## config.mk

```make
export PLATFORM = sky130hd
export DESIGN_NAME = rle_decode_low_area
export DESIGN_NICKNAME = d
export VERILOG_FILES = /design/src/rtl/rle_decode_low_area.sv
export SDC_FILE = /design/constraint.sdc
export NUM_CORES = 1
export LEC_CHECK = 0
export ABC_AREA = 1
export CELL_PAD_IN_SITES_DETAIL_PLACEMENT = 0
export CELL_PAD_IN_SITES_GLOBAL_PLACEMENT = 1
export CORE_ASPECT_RATIO = 1.75
export CORE_UTILIZATION = 40
export DETAILED_ROUTE_END_ITERATION = 8
export PLACE_DENSITY_LB_ADDON = 0.1
export SYNTH_ARGS = -nofsm -noshare
export SYNTH_HDL_FRONTEND = slang
export SYNTH_SLANG_ARGS = --single-unit
```

## constraint.sdc

```tcl
create_clock -name clk -period 3.3 [get_ports clk]
set_input_delay 0.33 -clock clk [delete_from_list [all_inputs] [get_ports clk]]
set_output_delay 0.33 -clock clk [all_outputs]
set_load 0.05 [all_outputs]
```

## src/rtl/rle_decode_low_area.sv

```systemverilog
// Run-length decoder: reads {byte,count} pairs from the dpsram and writes expanded plaintext back, 4 bytes per word.
// Optional RLE_DEC_LIMIT_EN adds max_size/overflow to cap the plaintext length.
module rle_decode_low_area #(
    parameter int unsigned ADDR_W = 16,
    parameter int unsigned SIZE_W = 32
) (
    input  logic              clk,
    input  logic              nreset,
    input  logic              start,
    input  logic [31:0]       rle_addr,
    input  logic [SIZE_W-1:0] rle_size,
    input  logic [31:0]       message_addr,
`ifdef RLE_DEC_LIMIT_EN
    input  logic [SIZE_W-1:0] max_size,
    output logic              overflow,
`endif
    output logic [SIZE_W-1:0] message_size,
    output logic              done,
    output logic              port_A_clk,
    output logic [ADDR_W-1:0] port_A_addr,
    output logic              port_A_we,
    output logic [31:0]       port_A_data_in,
    input  logic [31:0]       port_A_data_out
);

    localparam logic [2:0] S_IDLE = 3'd0;
    localparam logic [2:0] S_RD   = 3'd1;
    localparam logic [2:0] S_WT   = 3'd2;
    localparam logic [2:0] S_EXP  = 3'd3;
    localparam logic [2:0] S_WR   = 3'd4;
    localparam logic [2:0] S_FL   = 3'd5;
    localparam logic [2:0] S_FW   = 3'd6;
    localparam logic [2:0] S_DONE = 3'd7;

    logic [2:0]        state, state_d;
    logic [ADDR_W-1:0] rd_ptr, rd_ptr_d, wr_ptr, wr_ptr_d, addr_d;
    logic [SIZE_W-1:0] rd_cnt, rd_cnt_d, size, size_d, msg_d;
    logic [31:0]       word, word_d, obuf, obuf_d, data_d;
    logic [7:0]        run, run_d, cur_byte;
    logic [1:0]        obuf_cnt, obuf_cnt_d;
    logic              pair, pair_d, we_d, done_d, keep, start_ok;
    logic              unused_addr_bits;

    assign port_A_clk       = clk;
    assign unused_addr_bits = ^{rle_addr[31:ADDR_W], message_addr[31:ADDR_W]};
    assign cur_byte         = pair ? word[31:24] : word[15:8];
    assign start_ok         = start && ((state == S_IDLE) || (state == S_DONE));

`ifdef RLE_DEC_LIMIT_EN
    logic ovf, ovf_d;

    // Sticky "bytes were dropped" flag, published on overflow together with done.
    always_comb begin
        ovf_d = ovf;
        if (start_ok) begin
            ovf_d = 1'b0;
        end else if ((state == S_EXP) && (run != 8'd0) && !keep) begin
            ovf_d = 1'b1;
        end
    end

    always_ff @(posedge clk or negedge nreset) begin
        if (!nreset) begin
            ovf      <= 1'b0;
            overflow <= 1'b0;
        end else begin
            ovf      <= ovf_d;
            overflow <= ovf_d && (state_d == S_DONE);
        end
    end

    assign keep = (message_size != max_size);
`else
    assign keep = 1'b1;
`endif

    // Next-state and next-output logic.
    always_comb begin
        state_d    = state;
        rd_ptr_d   = rd_ptr;
        wr_ptr_d   = wr_ptr;
        rd_cnt_d   = rd_cnt;
        size_d     = size;
        word_d     = word;
        run_d      = run;
        pair_d     = pair;
        obuf_d     = obuf;
        obuf_cnt_d = obuf_cnt;
        msg_d      = message_size;
        done_d     = done;
        addr_d     = port_A_addr;
        data_d     = port_A_data_in;
        we_d       = 1'b0;
        case (state)
            S_IDLE, S_DONE: begin
                if (start) begin
                    done_d     = 1'b0;
                    msg_d      = '0;
                    rd_ptr_d   = rle_addr[ADDR_W-1:0];
                    wr_ptr_d   = message_addr[ADDR_W-1:0];
                    addr_d     = rle_addr[ADDR_W-1:0];
                    size_d     = rle_size;
                    rd_cnt_d   = '0;
                    obuf_d     = '0;
                    obuf_cnt_d = 2'd0;
                    state_d    = (rle_size == '0) ? S_FL : S_RD;
                end
            end
            S_RD: state_d = S_WT;
            S_WT: begin
                word_d  = port_A_data_out;
                run_d   = port_A_data_out[7:0];
                pair_d  = 1'b0;
                state_d = S_EXP;
            end
            S_EXP: begin
                if (run == 8'd0) begin
                    if (!pair) begin
                        pair_d = 1'b1;
                        run_d  = word[23:16];
                    end else begin
                        rd_ptr_d = rd_ptr + ADDR_W'(4);
                        rd_cnt_d = rd_cnt + SIZE_W'(4);
                        addr_d   = rd_ptr_d;
                        state_d  = (rd_cnt_d >= size) ? S_FL : S_RD;
                    end
                end else begin
                    run_d = run - 8'd1;
                    if (keep) begin
                        obuf_d[{obuf_cnt, 3'b000} +: 8] = cur_byte;
                        msg_d = message_size + SIZE_W'(1);
                        // Fourth byte completes the word: write it out, then resume the run.
                        if (obuf_cnt == 2'd3) begin
                            we_d       = 1'b1;
                            addr_d     = wr_ptr;
                            data_d     = obuf_d;
                            obuf_d     = '0;
                            obuf_cnt_d = 2'd0;
                            state_d    = S_WR;
                        end else begin
                            obuf_cnt_d = obuf_cnt + 2'd1;
                        end
                    end
                end
            end
            S_WR: begin
                wr_ptr_d = wr_ptr + ADDR_W'(4);
                state_d  = S_EXP;
            end
            S_FL: begin
                if (obuf_cnt != 2'd0) begin
                    we_d       = 1'b1;
                    addr_d     = wr_ptr;
                    data_d     = obuf;
                    obuf_d     = '0;
                    obuf_cnt_d = 2'd0;
                    state_d    = S_FW;
                end else begin
                    done_d  = 1'b1;
                    state_d = S_DONE;
                end
            end
            S_FW: begin
                wr_ptr_d = wr_ptr + ADDR_W'(4);
                done_d   = 1'b1;
                state_d  = S_DONE;
            end
            default: state_d = S_IDLE;
        endcase
    end

    always_ff @(posedge clk or negedge nreset) begin
        if (!nreset) begin
            state          <= S_IDLE;
            rd_ptr         <= '0;
            wr_ptr         <= '0;
            rd_cnt         <= '0;
            size           <= '0;
            word           <= '0;
            run            <= '0;
            pair           <= 1'b0;
            obuf           <= '0;
            obuf_cnt       <= 2'd0;
            message_size   <= '0;
            done           <= 1'b0;
            port_A_addr    <= '0;
            port_A_we      <= 1'b0;
            port_A_data_in <= '0;
        end else begin
            state          <= state_d;
            rd_ptr         <= rd_ptr_d;
            wr_ptr         <= wr_ptr_d;
            rd_cnt         <= rd_cnt_d;
            size           <= size_d;
            word           <= word_d;
            run            <= run_d;
            pair           <= pair_d;
            obuf           <= obuf_d;
            obuf_cnt       <= obuf_cnt_d;
            message_size   <= msg_d;
            done           <= done_d;
            port_A_addr    <= addr_d;
            port_A_we      <= we_d;
            port_A_data_in <= data_d;
        end
    end

endmodule

```

-- Yosys cells after proc, flatten, opt, wreduce, memory -nomap -nowiden
Cells that the tools add are included.
Widths: inputs -> output; s select.
- register bits: 256
- input port bits: 131
- output and inout port bits: 83
- word-level logic and storage cells: 118
- add/sub/neg operators: 7
- $lt $le $gt $ge: 1
- equal/unequal tests: 18
- shift-type cells: 2
- mux-type cells: 51
- reductions and logical operators: 24
- operator list (cell ; number):
    $mux 32 ; 10
    $pmux 32 s2 ; 3
    $mux 16 ; 7
    $pmux 32 s3 ; 1
    $pmux 16 s2 ; 2
    $pmux 16 s3 ; 1
    $add 16x3->16 const B ; 2
    $add 32x1->32 const B ; 1
    $add 32x3->32 const B ; 1
    $bwmux 32 ; 1
    $ge 32x32->1 ; 1
    $logic_not 32->1 ; 1
    $shift 8x7->32 const A ; 1
    $shiftx 8x7->32 ; 1
    $mux 8 ; 3
    $mux 3 ; 6
    $pmux 3 s6 ; 1
    $pmux 8 s2 ; 1
    $ne 2x2->1 const B ; 7
    $eq 3x3->1 const B ; 4
    $reduce_and 4->1 ; 3
    $reduce_bool 2->1 ; 5
    $ne 3x3->1 const B ; 3
    $reduce_and 3->1 ; 3
    other kinds (17) ; 34

-- Depth between registers and ports, before layout
Gate-level depths: netlist (run 1).
- word-level depth: 6
- gate-level depth with buffers: 22
- mapped depth without buffers: 22

==> impl_metrics.csv, run 1 <==
group,metric,value,unit
cells_and_area,fin_cells,2547,
logic_synthesis,yosysSeqAreaShare,44.4,%
timing,worst_pin_slew,0.852,ns
cells_and_area,area_delta_synth_final,24.9,%
worst_setup_path,worstPathCellList,"nand2_1, nor3_1, nand2_1, nor2_1, xor2_1, inv_1, ha_1, nand2_1, nor2_1, inv_1, nor2_1, nand2_1, nand2_1, nand2_1, nand2_1, nand2_1, nand2_1, nand2_1, nand2_1",
floorplan,start_util,40.8,%
place,hpwlAfterDp,33.0,mm
logic_synthesis,yosys_warnings,0,
logic_synthesis,ys.flop_type,"dfrtp_1",
logic_synthesis,ys_ff_latch,246,
place,pre_cts_ws,0.269,ns
logic_synthesis,yosysTopAreaCell,"dfrtp_1",
grt,grt_use_total,25.4,%
place,gp_congestion,0.914,
grt,grt_overflow,0,
flow_run,max_cap_viol_count,0,
grt,grt_max_degree,99,
clocking,clock_latency,0.66,ns
floorplan,die-area,0.0355,sq mm
worst_setup_path,rr_startpoint,"rd_cnt[10]$_DFFE_PN0P_",
place,port-buffer-count,181,
route,drtIter0Drc,603,
worst_setup_path,endpoint_kind,"register",
timing,setup_viol,0,
floorplan,io_pins,214,
logic_synthesis,synth_edf_count,0,
power_and_ir_drop,finalPower,15.3,mW
worst_setup_path,arrival,3.54,ns
cells_and_area,final_util,51.0,%
grt,antenna_found_initial,0,
status,outcome,"completed",
route,drtPass1Iterations,5,
timing,timing.final.max_slew_violations,0,
floorplan,die_height,248,microns
worst_setup_path,crit_family,"simple AND/OR/NAND/NOR gates",
clocking,postCtsSetupRepairBufs,0,
logic_synthesis,synth_cell_type_count,43,
worst_setup_path,critical_path.max_stage_delay,0.40,ns
worst_setup_path,crit_fanout,4,
power_and_ir_drop,vdd_drop_max,0.000663,V
cells_and_area,diodes,0,
power_and_ir_drop,pwr_density_cell,882,mW/mm^2
logic_synthesis,yosys-top-cells-area,"dfrtp_1, nand2_1, o21ai_0",
grt,grt_pass1_vias,13000,
route,drt-total-wl,43.5,mm
worst_setup_path,cpMostUsedCell,"nand2_1",
timing,timing.hold.ws,0.207,ns
place,place_area,0.0163,sq mm
logic_synthesis,netlist_area,0.0139,sq mm
timing,clock-skew-final,0.0166,ns
timing,fmax,341,MHz
floorplan,dieWidth,143,microns
logic_synthesis,ys_async_sr_fraction,100,%
floorplan,row_count,89,
timing,hold_viol,0,
timing,fin_tns_setup,0,ns
timing,period_share,88.9,%
route,viasPerCell,5.10,
logic_synthesis,synth_common_cells,"nand2_1, dfrtp_1, inv_1, o21ai_0, nor2_1",
place,placedCellCount,2495,
logic_synthesis,synthCells,1891,
logic_synthesis,synth_top_area_share,44.4,%
worst_setup_path,start_kind,"register",
cells_and_area,design_area,0.0173,sq mm
grt,grt_pass1_wl,68.5,mm
cells_and_area,nNetsFinal,2245,
hold_path,hp-class,"in2reg",
worst_setup_path,cp_slowest_cell,"dfrtp_1",
clocking,cts_tree,"done",
route,vias,13000,
route,postRouteAntennaNets,0,
timing,rsz0062_at_grt,"no",
worst_setup_path,crit_type,"reg2reg",
floorplan,core,0.0340,sq mm
timing,period_needed,2.93,ns
timing,slew_headroom,43.2,%
timing,timing.final.ws_setup,0.367,ns
cells_and_area,drive_gt1_share,5.21,%
worst_setup_path,path_buf_inv,2,
worst_setup_path,critical_path_required,3.90,ns
power_and_ir_drop,power_leakage,7.97,nW
route,drc,0,
route,wire_per_inst,17.1,microns
logic_synthesis,syn_nets,2064,
hold_path,hold_path.startpoint,"port_A_data_out[31]",
logic_synthesis,synth_most_common_cell,"nand2_1",
worst_setup_path,worstSetupStartpoint,"rd_cnt[10]$_DFFE_PN0P_",
logic_synthesis,syn_area_per_cell,7.34,sq um
clocking,path_clk_slew,0.06,ns
==> flip-flops by register name, summed over array words and instances (netlist names) <==
register	count
wr_ptr	16
rd_ptr	16
state	3
port_A_data_in	32
done	1
message_size	32
pair	1
run	8
obuf	32
port_A_addr	16
obuf_cnt	2
size	32
word	24
rd_cnt	30
port_A_we	1
==> path summary, 6_finish.rpt <==
kind | slack, ns | end | depth (start not counted)
setup / recovery | 0.37 | state[2]$_DFFE_PN0P_ | 19
hold / removal | 0.21 | word[31]$_DFFE_PN0P_ | 3
setup reg to reg | 0.37 | state[2]$_DFFE_PN0P_ | 19
hold reg to reg | 0.47 | word[25]$_DFFE_PN0P_ | 2
max in group asynchronous | 2.11 | port_A_data_in[9]$_DFFE_PN0P_ | 3
min in group asynchronous | 0.29 | size[9]$_DFFE_PN0P_ | 2
==> timing repair <==
item                                    CTS  global route
hold buffers                              1             0
endpoints found under the setup margin    0             1
gates resized for setup                   0             2
endpoints found under the hold margin    93             0
==> cells by family (layout without fill, tap and decap cells) <==
family | count (synthesis) | in the layout | share of synthesized area [%]
AND/OR/NAND/NOR | 895 | 895 | 26.4
adder cells (fa/ha/maj) | 42 | 42 | 3.79
buffers and inverters | 323 | 524 | 9.06
flip-flops | 246 | 246 | 44.4
XOR/XNOR | 47 | 47 | 2.97
AO/OA/AOI/OAI | 338 | 338 | 13.4
==> worst min-delay path: cells and delay by family <==
kind,cells,cell delay [ns]
buf+inv,1,0.39
simple gates,2,0.10
==> per-layer routing <==
layer  wire [microns]  GRT usage, %  up-vias
met3             1520          2.71       96
met4             2380          15.1        0
met1            16100          26.5     6160
li1                 -             -     6476
met5                0             0        -
met2            23600          48.5      262
==> where the power goes <==
part / internal (mW) / leakage, nW / switching (mW)
logic: 2.17 / 4.27 / 4.84
clock network: 2.20 / 0.511 / 1.36
registers: 4.03 / 3.19 / 0.694
total: 8.39 / 7.97 / 6.89
==> cell usage in the layout (no fill, tap or decap), types with 2 or more instances in the layout <==
| cell | n |
|---|---|
| a211oi_1 | 2 |
| a21oi_1 | 36 |
| a22oi_1 | 4 |
| a31oi_1 | 8 |
| buf_12 | 4 |
| buf_4 | 29 |
| bufinv_16 | 5 |
| clkbuf_1 | 3 |
| clkbuf_16 | 30 |
| clkbuf_8 | 6 |
| clkdlybuf4s50_1 | 180 |
| clkinv_1 | 2 |
| clkinv_2 | 4 |
| clkinvlp_4 | 2 |
| dfrtp_1 | 246 |
| ha_1 | 42 |
| inv_1 | 245 |
| inv_2 | 11 |
| nand2_1 | 578 |
| nand2_2 | 5 |
| nand3_1 | 79 |
| nand4_1 | 35 |
| nor2_1 | 140 |
| nor2_2 | 5 |
| nor2_4 | 2 |
| nor3_1 | 33 |
| nor4_1 | 12 |
| o211ai_1 | 11 |
| o21ai_0 | 204 |
| o21ai_1 | 11 |
| o21bai_1 | 2 |
| o221ai_1 | 4 |
| o22ai_1 | 46 |
| o31ai_1 | 4 |
| xnor2_1 | 7 |
| xor2_1 | 40 |
==> cell type report <==
type | instances | area [sq um]
clock buffers | 40 | 855
clock inverters | 12 | 194
fillers | 3448 | 16600
inverters | 258 | 968
multi-input cells | 1322 | 6470
flip-flops and latches | 246 | 6160
well taps | 455 | 569
repair buffers | 214 | 2110
Power figures use the tool's default switching activity.
==> run 2, diff against run 1 <==
--- a/config.mk
+++ b/config.mk
@@ -6,12 +6,15 @@
 export NUM_CORES = 1
 export LEC_CHECK = 0
 export ABC_AREA = 1
+export ABC_CLOCK_PERIOD_IN_PS = 3300
 export CELL_PAD_IN_SITES_DETAIL_PLACEMENT = 0
 export CELL_PAD_IN_SITES_GLOBAL_PLACEMENT = 1
 export CORE_ASPECT_RATIO = 1.75
 export CORE_UTILIZATION = 40
+export CTS_CLUSTER_DIAMETER = 40
 export DETAILED_ROUTE_END_ITERATION = 8
 export PLACE_DENSITY_LB_ADDON = 0.1
+export SLEW_MARGIN = 20
 export SYNTH_ARGS = -nofsm -noshare
 export SYNTH_HDL_FRONTEND = slang
 export SYNTH_SLANG_ARGS = --single-unit
==> run 2 against run 1 <==
Combinational power hardly changed. Via count is 0.54% higher. First-iteration DRC count is 0.17% lower. Register-to-register slack hardly changed. Die area stayed put. Cell count is 0.59% higher. Clock power is 15% higher. Power is 3.6% higher. Critical path depth stayed put. Utilization is 0.67 points higher. Clock-buffer cell count is 9 higher. Global-route usage is 0.23 points higher. Largest cell class unchanged. Highest routed layer unchanged.
==> impl_metrics.csv, run 2 (synthesis gave the netlist of run 1 again) <==
group,metric,value,unit
worst_setup_path,r2r_setup_slack,0.36,ns
worst_setup_path,rr_startpoint,"rd_cnt[2]$_DFFE_PN0P_",
cells_and_area,ff_latch_area,0.00616,sq mm
floorplan,core,0.0340,sq mm
cells_and_area,drive_gt1_share,5.79,%
place,placedCellCount,2495,
status,outcome,"completed",
worst_setup_path,start_kind,"register",
timing,worst_pin_slew,0.859,ns
worst_setup_path,reg2regPathDepth,19,
route,drc,0,
route,vias,13100,
worst_setup_path,crit_fanout,5,
route,viasPerCell,5.10,
flow_run,max_cap_viol_count,0,
grt,grt_max_degree,99,
route,drtIter0Drc,602,
timing,timing.final.max_slew_violations,0,
place,port-buffer-count,181,
timing,period_needed,2.94,ns
timing,period_share,89.1,%
timing,timing.hold.ws,0.235,ns
cells_and_area,diodes,0,
worst_setup_path,critical_path.max_stage_delay,0.42,ns
worst_setup_path,endpoint_kind,"register",
hold_path,min_to,"word[9]$_DFFE_PN0P_",
floorplan,io_pins,214,
clocking,path_clk_slew,0.06,ns
worst_setup_path,critical_path_required,3.87,ns
cells_and_area,area_delta_synth_final,26.6,%
cells_and_area,fin_cells,2562,
worst_setup_path,path_buf_inv,2,
grt,grt_use_total,25.7,%
floorplan,start_util,40.8,%
cells_and_area,final_common_cell,"nand2_1",
worst_setup_path,cp_slowest_cell,"dfrtp_1",
place,pre_cts_ws,0.269,ns
place,hpwlAfterDp,33.0,mm
grt,grt_overflow,0,
cells_and_area,layout_common_cells,"nand2_1, dfrtp_1, inv_1",
timing,fin_tns_setup,0,ns
worst_setup_path,worstPathCellList,"nand3_1, nor2_2, nand2_1, nor2_1, xor2_1, inv_1, ha_1, nand2_1, nor2_1, inv_1, nor2_1, nand2_1, nand2_1, nand2_1, nand2_1, nand2_1, nand2_1, nand2_1, nand2_1",
worst_setup_path,cpMostUsedCell,"nand2_1",
timing,fmax,340,MHz
cells_and_area,fillers,3407,
grt,grt_pass1_wl,68.8,mm
clocking,postCtsSetupRepairBufs,0,
floorplan,dieWidth,143,microns
place,gp_congestion,0.914,
grt,antenna_found_initial,0,
hold_path,hp-class,"in2reg",
worst_setup_path,r2r-end,"state[2]$_DFFE_PN0P_",
worst_setup_path,crit_family,"simple AND/OR/NAND/NOR gates",
route,drtPass1Iterations,5,
power_and_ir_drop,pwr_density_cell,902,mW/mm^2
timing,setup_viol,0,
route,postRouteAntennaNets,0,
worst_setup_path,arrival,3.51,ns
clocking,clock_latency,0.63,ns
timing,slew_headroom,42.7,%
route,wire_per_inst,17.1,microns
power_and_ir_drop,vdd_drop_max,0.000665,V
grt,grt_pass1_vias,13100,
floorplan,die_height,248,microns
clocking,cts_tree,"done",
floorplan,row_count,89,
timing,hold_viol,0,
worst_setup_path,crit_type,"reg2reg",
worst_setup_path,cp.depth,19,
power_and_ir_drop,power_leakage,8.08,nW
floorplan,die-area,0.0355,sq mm
route,drt-total-wl,43.8,mm
hold_path,hold_depth,3,
hold_path,hold_path.startpoint,"port_A_data_out[9]",
timing,rsz0062_at_grt,"no",
cells_and_area,multiInputGateArea,0.00647,sq mm
cells_and_area,nNetsFinal,2255,
timing,timing.final.ws_setup,0.359,ns
timing,clock-skew-final,0.0128,ns
-- run 2: worst max-delay path by stage --
| stage | slack [ns] | start | endpoint |
|---|---|---|---|
| 6_report | 0.36 | rd_cnt[2]$_DFFE_PN0P_ | state[2]$_DFFE_PN0P_ |
| 3_5_place_dp | 0.27 | rd_cnt[2]$_DFFE_PN0P_ | state[2]$_DFFE_PN0P_ |
| 2_1_floorplan | 0.90 | rd_cnt[2]$_DFFE_PN0P_ | state[2]$_DFFE_PN0P_ |
| 4_1_cts | 0.22 | rd_cnt[2]$_DFFE_PN0P_ | state[2]$_DFFE_PN0P_ |
| 5_1_grt | 0.04 | rd_cnt[17]$_DFFE_PN0P_ | state[2]$_DFFE_PN0P_ |
| 3_3_place_gp | 0.28 | rd_cnt[2]$_DFFE_PN0P_ | state[2]$_DFFE_PN0P_ |
-- run 2: worst register-to-register path, delay by kind of cell (launching register included) --
family / cells / cell delay (ns)
xor gates and xnor gates: 1 / 0.29
adders and majority gates: 1 / 0.29
buffers and inverters: 2 / 0.14
DFF: 1 / 0.42
and+or+nand+nor: 15 / 1.73
-- run 2: per-stage QoR --
step	power, mW	util (%)	instance area [sq um]
3_5_place_dp	11.9	47.9	16300
5_1_grt	17.0	51.7	17600
3_3_place_gp	11.8	47.9	16300
2_1_floorplan	9.39	-	13900
6_report	15.8	51.7	17600
4_1_cts	16.0	51.7	17600
-- run 2: cell type report --
type / instances / share of cell area (%)
Clock buffer: 49 / 6.10
Multi-Input combinational cell: 1322 / 36.9
Timing Repair Buffer: 214 / 12.0
Clock inverter: 18 / 1.16
Inverter: 258 / 5.52
Tap cell: 455 / 3.24
Sequential cell: 246 / 35.1
-- run 2: repair_timing --
item                                    in CTS  in global routing
endpoints found under the setup margin       0                  1
endpoints found under the hold margin       93                  0
hold buffers                                 1                  0
gates resized for setup                      0                  2
-- run 2: power by group --
part / internal (mW) / total, mW / switching (mW)
clock: 2.55 / 4.10 / 1.55
combinational: 2.17 / 7.01 / 4.84
sequential: 4.04 / 4.73 / 0.693
total: 8.75 / 15.8 / 7.08
-- run 2: metal layers --
layer / track usage, % / wire length, microns / share of wire [%]
met5: 0 / 0 / 0
met2: 48.7 / 23800 / 54
met3: 3.11 / 1400 / 3.2
met4: 15.9 / 2450 / 5.6
met1: 26.4 / 16100 / 37
